--- config.mk ---
export PLATFORM = sky130hd
export DESIGN_NAME = adc_scan_ctrl
export DESIGN_NICKNAME = d
export VERILOG_FILES = /design/src/rtl/adc_pkg.sv /design/src/rtl/adc_ch_find.sv /design/src/rtl/adc_scan_ctrl.sv
export SDC_FILE = /design/constraint.sdc
export NUM_CORES = 1
export LEC_CHECK = 0
export BUFFER_PORTS_ARGS = -buffer_cell sky130_fd_sc_hd__buf_2
export CAP_MARGIN = 20
export CORE_ASPECT_RATIO = 0.8
export CORE_MARGIN = 2
export CORE_UTILIZATION = 30
export CTS_BUF_LIST = sky130_fd_sc_hd__clkbuf_8
export DETAILED_ROUTE_END_ITERATION = 6
export GPL_TIMING_DRIVEN = 0
export PLACE_DENSITY = 0.46
export SLEW_MARGIN = 20
export SYNTH_ARGS = -nofsm -noshare
export SYNTH_HDL_FRONTEND = slang
export SYNTH_HIERARCHICAL = 1
export SYNTH_SLANG_ARGS = --single-unit
--- constraint.sdc ---
create_clock -name i_clk -period 2.5 [get_ports i_clk]
set_input_delay 0.375 -clock i_clk [delete_from_list [all_inputs] [get_ports i_clk]]
set_output_delay 0.375 -clock i_clk [all_outputs]
set_load 0.03 [all_outputs]
--- src/rtl/adc_pkg.sv ---
// Shared types and helpers for the ADC scan controller.
package adc_pkg;

   localparam int ADC_W = 10;

   typedef enum logic [1:0] {
      IDLE,
      SETTLE,
      SAMPLE,
      EMIT
   } state_t;

   // Divide an accumulated sum by 2^log2 (truncating) and keep the ADC-width result.
   // The sum is passed zero-extended to ADC_W+4 bits, the widest accumulator allowed.
   function automatic logic [ADC_W-1:0] avg_shift(input logic [ADC_W+3:0] sum, input int log2);
      logic [ADC_W+3:0] shifted;
      shifted = sum >> log2;
      return shifted[ADC_W-1:0];
   endfunction

endpackage

--- src/rtl/adc_ch_find.sv ---
// Combinational channel finder: next enabled channel above the current one,
// and the lowest enabled channel of the mask.
module adc_ch_find #(
   parameter int NUM_CH = 4,
   parameter int CH_W   = 2
) (
   input  logic [NUM_CH-1:0] i_mask,
   input  logic [CH_W-1:0]   i_cur,
   output logic [CH_W-1:0]   o_next_idx,
   output logic              o_next_found,
   output logic [CH_W-1:0]   o_low_idx
);

   // Scan from the top down so the last hit is the lowest qualifying index.
   always_comb begin
      o_next_idx   = '0;
      o_next_found = 1'b0;
      o_low_idx    = '0;
      for (int i = NUM_CH - 1; i >= 0; i--) begin
         if (i_mask[i]) begin
            o_low_idx = CH_W'(i);
            if (i > int'(i_cur)) begin
               o_next_idx   = CH_W'(i);
               o_next_found = 1'b1;
            end
         end
      end
   end

endmodule

--- src/rtl/adc_scan_ctrl.sv ---
// Multiplexed ADC scan sequencer: selects channels, drops conversions that
// straddle a mux change, averages good conversions and emits tagged results.
module adc_scan_ctrl
   import adc_pkg::*;
#(
   parameter int NUM_CH   = 4,
   parameter int CH_W     = 2,
   parameter int DISCARD  = 1,
   parameter int AVG_LOG2 = 2
) (
   input  logic              i_clk,
   input  logic              i_res,
   input  logic              i_start,
   input  logic              i_continuous,
   input  logic [NUM_CH-1:0] i_en_mask,
   input  logic [ADC_W-1:0]  i_adc_val,
   input  logic              i_adc_done,
   output logic [CH_W-1:0]   o_mux_sel,
   output logic              o_busy,
   output logic              o_smp_valid,
   output logic [CH_W-1:0]   o_smp_ch,
   output logic [ADC_W-1:0]  o_smp_val,
   input  logic              i_smp_ready,
   output logic              o_scan_done
);

   localparam int ACC_W = ADC_W + AVG_LOG2;
   localparam int CNT_W = 8;
   localparam logic [CNT_W-1:0] DISC_LAST = CNT_W'(DISCARD - 1);
   localparam logic [CNT_W-1:0] AVG_LAST  = CNT_W'((1 << AVG_LOG2) - 1);

   state_t              state_q, state_d;
   logic [NUM_CH-1:0]   mask_q, mask_d;
   logic [CH_W-1:0]     mux_sel_q, mux_sel_d;
   logic [CNT_W-1:0]    cnt_q, cnt_d;
   logic [ACC_W-1:0]    acc_q, acc_d;
   logic                smp_valid_q, smp_valid_d;
   logic [CH_W-1:0]     smp_ch_q, smp_ch_d;
   logic [ADC_W-1:0]    smp_val_q, smp_val_d;
   logic                scan_done_q, scan_done_d;
   logic [ACC_W-1:0]    sum;

   logic [CH_W-1:0]     next_idx;
   logic                next_found;
   logic [CH_W-1:0]     unused_latched_low;
   logic [CH_W-1:0]     new_low_idx;
   logic [CH_W-1:0]     unused_new_next_idx;
   logic                unused_new_next_found;

   // Walks the latched mask upward from the channel currently selected.
   adc_ch_find #(.NUM_CH(NUM_CH), .CH_W(CH_W)) u_find_next (
      .i_mask       (mask_q),
      .i_cur        (mux_sel_q),
      .o_next_idx   (next_idx),
      .o_next_found (next_found),
      .o_low_idx    (unused_latched_low)
   );

   // Finds the first channel of the live mask for a fresh start or a rescan.
   adc_ch_find #(.NUM_CH(NUM_CH), .CH_W(CH_W)) u_find_low (
      .i_mask       (i_en_mask),
      .i_cur        (mux_sel_q),
      .o_next_idx   (unused_new_next_idx),
      .o_next_found (unused_new_next_found),
      .o_low_idx    (new_low_idx)
   );

   // State register and all datapath flops; reset drops any partial sum or pending result.
   always_ff @(posedge i_clk) begin
      if (i_res) begin
         state_q     <= IDLE;
         mask_q      <= '0;
         mux_sel_q   <= '0;
         cnt_q       <= '0;
         acc_q       <= '0;
         smp_valid_q <= 1'b0;
         smp_ch_q    <= '0;
         smp_val_q   <= '0;
         scan_done_q <= 1'b0;
      end else begin
         state_q     <= state_d;
         mask_q      <= mask_d;
         mux_sel_q   <= mux_sel_d;
         cnt_q       <= cnt_d;
         acc_q       <= acc_d;
         smp_valid_q <= smp_valid_d;
         smp_ch_q    <= smp_ch_d;
         smp_val_q   <= smp_val_d;
         scan_done_q <= scan_done_d;
      end
   end

   // Next-state and datapath logic for the settle / sample / emit sequence.
   always_comb begin
      state_d     = state_q;
      mask_d      = mask_q;
      mux_sel_d   = mux_sel_q;
      cnt_d       = cnt_q;
      acc_d       = acc_q;
      smp_valid_d = smp_valid_q;
      smp_ch_d    = smp_ch_q;
      smp_val_d   = smp_val_q;
      scan_done_d = 1'b0;
      sum         = acc_q + ACC_W'(i_adc_val);

      case (state_q)
         IDLE: begin
            if (i_start && (|i_en_mask)) begin
               mask_d    = i_en_mask;
               mux_sel_d = new_low_idx;
               cnt_d     = '0;
               state_d   = SETTLE;
            end
         end

         SETTLE: begin
            if (i_adc_done) begin
               if (cnt_q == DISC_LAST) begin
                  cnt_d   = '0;
                  acc_d   = '0;
                  state_d = SAMPLE;
               end else begin
                  cnt_d = cnt_q + 1'b1;
               end
            end
         end

         SAMPLE: begin
            if (i_adc_done) begin
               if (cnt_q == AVG_LAST) begin
                  smp_val_d   = avg_shift((ADC_W + 4)'(sum), AVG_LOG2);
                  smp_ch_d    = mux_sel_q;
                  smp_valid_d = 1'b1;
                  cnt_d       = '0;
                  state_d     = EMIT;
               end else begin
                  acc_d = sum;
                  cnt_d = cnt_q + 1'b1;
               end
            end
         end

         EMIT: begin
            if (i_smp_ready) begin
               smp_valid_d = 1'b0;
               cnt_d       = '0;
               acc_d       = '0;
               if (next_found) begin
                  mux_sel_d = next_idx;
                  state_d   = SETTLE;
               end else begin
                  scan_done_d = 1'b1;
                  if (i_continuous) begin
                     mask_d = i_en_mask;
                     if (|i_en_mask) begin
                        mux_sel_d = new_low_idx;
                        state_d   = (new_low_idx == mux_sel_q) ? SAMPLE : SETTLE;
                     end else begin
                        state_d = IDLE;
                     end
                  end else begin
                     state_d = IDLE;
                  end
               end
            end
         end

         default: state_d = IDLE;
      endcase
   end

   assign o_mux_sel   = mux_sel_q;
   assign o_busy      = (state_q != IDLE);
   assign o_smp_valid = smp_valid_q;
   assign o_smp_ch    = smp_ch_q;
   assign o_smp_val   = smp_val_q;
   assign o_scan_done = scan_done_q;

endmodule

# Yosys cells after proc, flatten, opt, wreduce, memory -nomap -nowiden
# Index checks and enable logic that the tools add are counted.
[op_classes]
add_sub_neg = 2
magnitude_cmp = 3
eq_ne = 16
mux = 56
n_bitwise = 2
reduce_logical = 16
[ops]
columns = ["op", "count"]
rows = [
  ["$mux 12", 5],
  ["$mux 2", 25],
  ["$mux 8", 6],
  ["$pmux 12 s3", 1],
  ["$pmux 8 s4", 1],
  ["$ne 2x2->1 const B", 9],
  ["$mux 4", 4],
  ["$add 12x10->12", 1],
  ["$reduce_and 6->1", 2],
  ["$mux 1", 10],
  ["$reduce_and 5->1", 2],
  ["$add 8x1->8 const B", 1],
  ["$eq 8x2->1 const B", 1],
  ["$logic_not 8->1", 1],
  ["$pmux 2 s4", 1],
  ["$pmux 4 s2", 1],
  ["$reduce_and 4->1", 2],
  ["$ne 3x3->1 const B", 2],
  ["$reduce_bool 2->1", 3],
  ["$eq 2x2->1 const B", 2],
  ["$gt 2x2->1 const A", 2],
  ["$pmux 2 s2", 1],
  ["$reduce_or 4->1", 1],
  ["$reduce_and 3->1", 1],
  ["other kinds (9)", 10],
]
[word_totals]
ff_bits = 42
inputBits = 20
out_inout_bits = 17
wordCells = 104

# Depth between registers and ports, before layout
[logic_depth]
depth_word = 11
mapped_depth = 8
depth_no_buf = 8

# By module
# The synthesis kept the hierarchy.
[modules_own_cells]
columns = ["mod", "instances", "cells_each", "area_each_um2", "seq_area_each_um2"]
rows = [
  ["adc_scan_ctrl", 1, 300, 2524.9, 840.8],
  ["adc_ch_find", 2, 14, 100.1, 0.0],
]

# Worst setup path before layout
# No wires, ideal clock.
[synth_path]
path_type = "register -> register"
from = "reg mux_sel_q[1] (netlist: o_mux_sel[1])"
to = "reg mask_q[0]"
setup_time_ns = 0.128
t_arrival_ns = 2.142
required_time_ns = 2.372
setup_slack_ns = 0.230
stages_incl_launch_ff = 8
n_path_buf = 1
synth_period_minus_slack_ns = 2.270
path_cell_list = "dfxtp_1 > nand2_1 > nand2_1 > o21ai_0 > clkbuf_1 > a221oi_1 > mux2i_1 > nor2_1"
[synth_via]
elab_chain_cells = 9
word_cells_on_any_way = 11
classes_between = "order compare: 3; eq/ne: 1; mux: 6; reduce/logical: 1"
[synth_lines]
columns = ["element", "line_no", "source"]
rows = [
  ["start, declared", "adc_scan_ctrl.sv:34", "logic [CH_W-1:0] mux_sel_q, mux_sel_d;"],
  ["start signal, assigned", "adc_scan_ctrl.sv:83", "mux_sel_q <= mux_sel_d;"],
  ["$gt 2x2->1", "n/a", ""],
  ["$mux 1", "adc_ch_find.sv:22", "if (i > int'(i_cur)) begin"],
  ["$mux 1", "adc_ch_find.sv:20", "if (i_mask[i]) begin"],
  ["$mux 1", "adc_ch_find.sv:22", ""],
  ["$mux 1", "adc_ch_find.sv:20", ""],
  ["$mux 1", "adc_ch_find.sv:22", ""],
  ["$mux 1 (*)", "adc_ch_find.sv:20", ""],
  ["net next_found", "adc_scan_ctrl.sv:44", "logic next_found;"],
  ["$ne 2x2->1 (no line) (*)", "n/a", ""],
  ["$reduce_and 5->1 (no line) (*)", "n/a", ""],
  ["end signal, assigned", "adc_scan_ctrl.sv:82", "mask_q <= mask_d;"],
  ["end, declared", "adc_scan_ctrl.sv:33", "logic [NUM_CH-1:0] mask_q, mask_d;"],
]
# The timed path passes the listed nets; every way through them passes the cells marked *.
# A chain may end at the register's enable or synchronous reset.

# Worst setup path in the final report
[layout_path]
from = "reg state_q[0]"
to = "reg acc_q[6]"
[layout_via]
elab_chain_cells = 3
word_cells_on_any_way = 11
classes_between = "eq/ne: 8; mux: 1; reduce/logical: 2"
[layout_lines]
columns = ["element", "line_no", "source"]
rows = [
  ["start, declared", "adc_scan_ctrl.sv:32", "state_t state_q, state_d;"],
  ["start signal, assigned", "adc_scan_ctrl.sv:81", "state_q <= state_d;"],
  ["$eq 2x2->1 or $eq 2x1->1 (tied branches)", "adc_scan_ctrl.sv:106", "case (state_q)"],
  ["$ne 2x2->1 (no line) or $reduce_bool 3->1 (tied branches)", "n/a", ""],
  ["$reduce_and 6->1 (no line)", "n/a", ""],
  ["end signal, assigned", "adc_scan_ctrl.sv:75", "acc_q <= '0;"],
  ["end signal, assigned", "adc_scan_ctrl.sv:85", "acc_q <= acc_d;"],
  ["end, declared", "adc_scan_ctrl.sv:36", "logic [ACC_W-1:0] acc_q, acc_d;"],
]
# Parallel ways exist; a longest one is shown, timed or not.

==> key figures <==
Status
  – Status: complete, no violations

Layout
  – Layout cell share with drive strength beyond 1: 17.9%
  – Layout area overhead: 17.9%
  – Layout Nets: 395
  – Commonest non-fill, non-tap cell in the layout: dfxtp_1
  – Ant diodes: 0
  – Most frequent cells in the layout: 41 x dfxtp_1, 38 x buf_2, 25 x nand2_1
  – Final Non-Filler Cells: 470

Setup path
  – Crit path max fanout: 8
  – Crit path DAT: 2.54 ns
  – Setup CP Type: register to register
  – CP required: 2.70 ns
  – Startpoint types: register
  – CP endpoint kind: register

Global route
  – First-pass GRT wire length: 11.4 mm
  – GR peak layer: met1
  – Total gr overflow: 0
  – Number of global-route vias before repair: 2199
  – M1 GR Usage: 23.5%
  – Global Route Usage Sum: 15.6%
  – Pin count of the biggest net entering global routing: 14
  – Initial antenna violation count: 0
  – GR Util met2: 22.5%
  – Met3 Resource Use GR: 3.14%

STA
  – Max_slew headroom: 46.9%
  – Max Freq: 0.427 GHz
  – Fin. Hold Viols: 0
  – Min Clock Period, post-route: 2.34 ns
  – Endpoints failing setup: 0
  – Worst Skew: 0.00953 ns
  – Worst Max-Slew Pin Slew: 0.787 ns
  – Period Utilization, post-route: 93.6%
  – Fin. max-slew vios: 0
  – Final setup margin: 0.159 ns
  – RSZ-0062 raised after global routing: false

Min path
  – Worst hold path class: input pin to register

Power and ir drop
  – Clock Power Share: 22.3%
  – Combinational group share of total power: 41.4%
  – Pint: 1.27 mW
  – Worst vdd ir: 324 µV
  – Sw Pwr: 0.889 mW
  – Net Sw Frac: 41.2%
  – Ratio of total power to cell area: 705 mW/mm²
  – Total leakage power: 1.25 nW
  – Seq pwr share: 36.3%
  – Pwr Total: 2.16 mW

Place
  – Detailed Place HPWL: 5.30 mm
  – Routability congestion estimate: 0.797
  – Dpl ws: -0.223 ns
  – Placed insts: 460
  – IO buf count: 36

Routing
  – Detailed router's first-iteration violation count: 114
  – DRC errors left: 0
  – Routed length per instance: 15.1 µm
  – Routed vias/inst: 5.23
  – Total number of vias: 2456
  – DRT Wirelength: 7.12 mm
  – DRT Pass-1 Iters: 4
  – Routed Antenna Nets: 0

Floorplanning
  – Core Box Area: 0.00845 mm²
  – Starting Density: 30.7%
  – IO Count: 37
  – Die Area: 0.00941 mm²
  – FP Rows: 30
  – Die width: 108 µm
  – Die height: 87.2 µm

Clock tree
  – H-tree depth: 2
  – CTS Buffer Depth: 2
  – CTS Sinks: 41
  – Worst skew pair latency: 0.30 ns
  – Clock-pin slew on the worst setup and hold paths: 0.09 ns
  – CTS tree: built
  – CTS Buf Count: 5
  – Clk root buf: clkbuf_8
  – Cts hold-fix bufs: 0

Synth
  – Synth Area per Inst: 8.32 µm²
  – Syn Inst Count: 312
  – Syn Nets: 350
  – Ys Warns: 6
  – Cell Area, Synth: 0.00259 mm²

Job
  – # Max-Cap Violations: 0
-- registers in the layout, indices dropped and copies added (netlist names) --
signal,count
acc_q,12
cnt_q,8
mask_q,3
o_mux_sel,2
o_scan_done,1
o_smp_ch,2
o_smp_val,10
o_smp_valid,1
state_q,2
-- per-stage QoR --
| step | hold WS, ns | instance area (µm²) | utilization (%) | setup TNS (ns) |
|---|---|---|---|---|
| final | 0.375 | 3060 | 36.2 | 0 |
| after global routing | 0.392 | 3060 | 36.2 | 0 |
| after CTS | 0.373 | 3030 | 35.9 | 0 |
| after floorplan | 0.430 | 2590 | - | 0 |
| after detailed placement | 0.448 | 2920 | 34.5 | -1.01 |
| after global placement | 0.439 | 2920 | 34.5 | -1.59 |
-- area by class of cell --
type / instances / area [µm²]
inverters: 21 / 78.8
clock inverters: 2 / 13.8
well taps: 112 / 140
multi-input cells: 238 / 1670
clock buffers: 6 / 82.6
flip-flops and latches: 41 / 821
repair buffers: 38 / 195
plain buffers: 12 / 56.3
fillers: 893 / 5390
-- worst max-delay path, cell delays in order (launching register included) --
cell and delay [ns]:
dfxtp_1 0.39, inv_1 0.13, ha_1 0.31, o21ba_2 0.27
or3_4 0.43, nor2_1 0.16, a21oi_1 0.22, a2bb2o_1 0.33
-- timing repair --
item	4_1_cts	5_1_grt
setup buffers	1	1
endpoints found under the setup margin	11	15
pin swaps	0	2
resized for setup	2	7
-- final timing paths --
| path | from | slack (ns) | to | cells past startpoint |
|---|---|---|---|---|
| worst max-delay path | state_q[0] | 0.16 | acc_q[6] | 7 |
| worst min-delay path | i_en_mask[2] | 0.37 | mask_q[2] | 3 |
| worst max register to register | state_q[0] | 0.16 | acc_q[6] | 7 |
| worst min register to register | o_smp_val[3] | 0.46 | o_smp_val[3] | 2 |
-- power groups by stage --
stage          clock (mW)  sequential (mW)  combinational, mW
6_report            0.480            0.783              0.893
5_1_grt             0.526            0.792              0.982
4_1_cts             0.502            0.782              0.849
3_5_place_dp            0            0.798              0.820
3_3_place_gp            0            0.797              0.820
2_1_floorplan           0            0.808              0.581
-- metal layers --
metal  part of all wire (%)  wire length (µm)
met1                     54              3860
met2                     41              2940
met3                    3.8               267
met4                   0.67                48
met5                      0                 0
(Power assumes the default switching activity.)
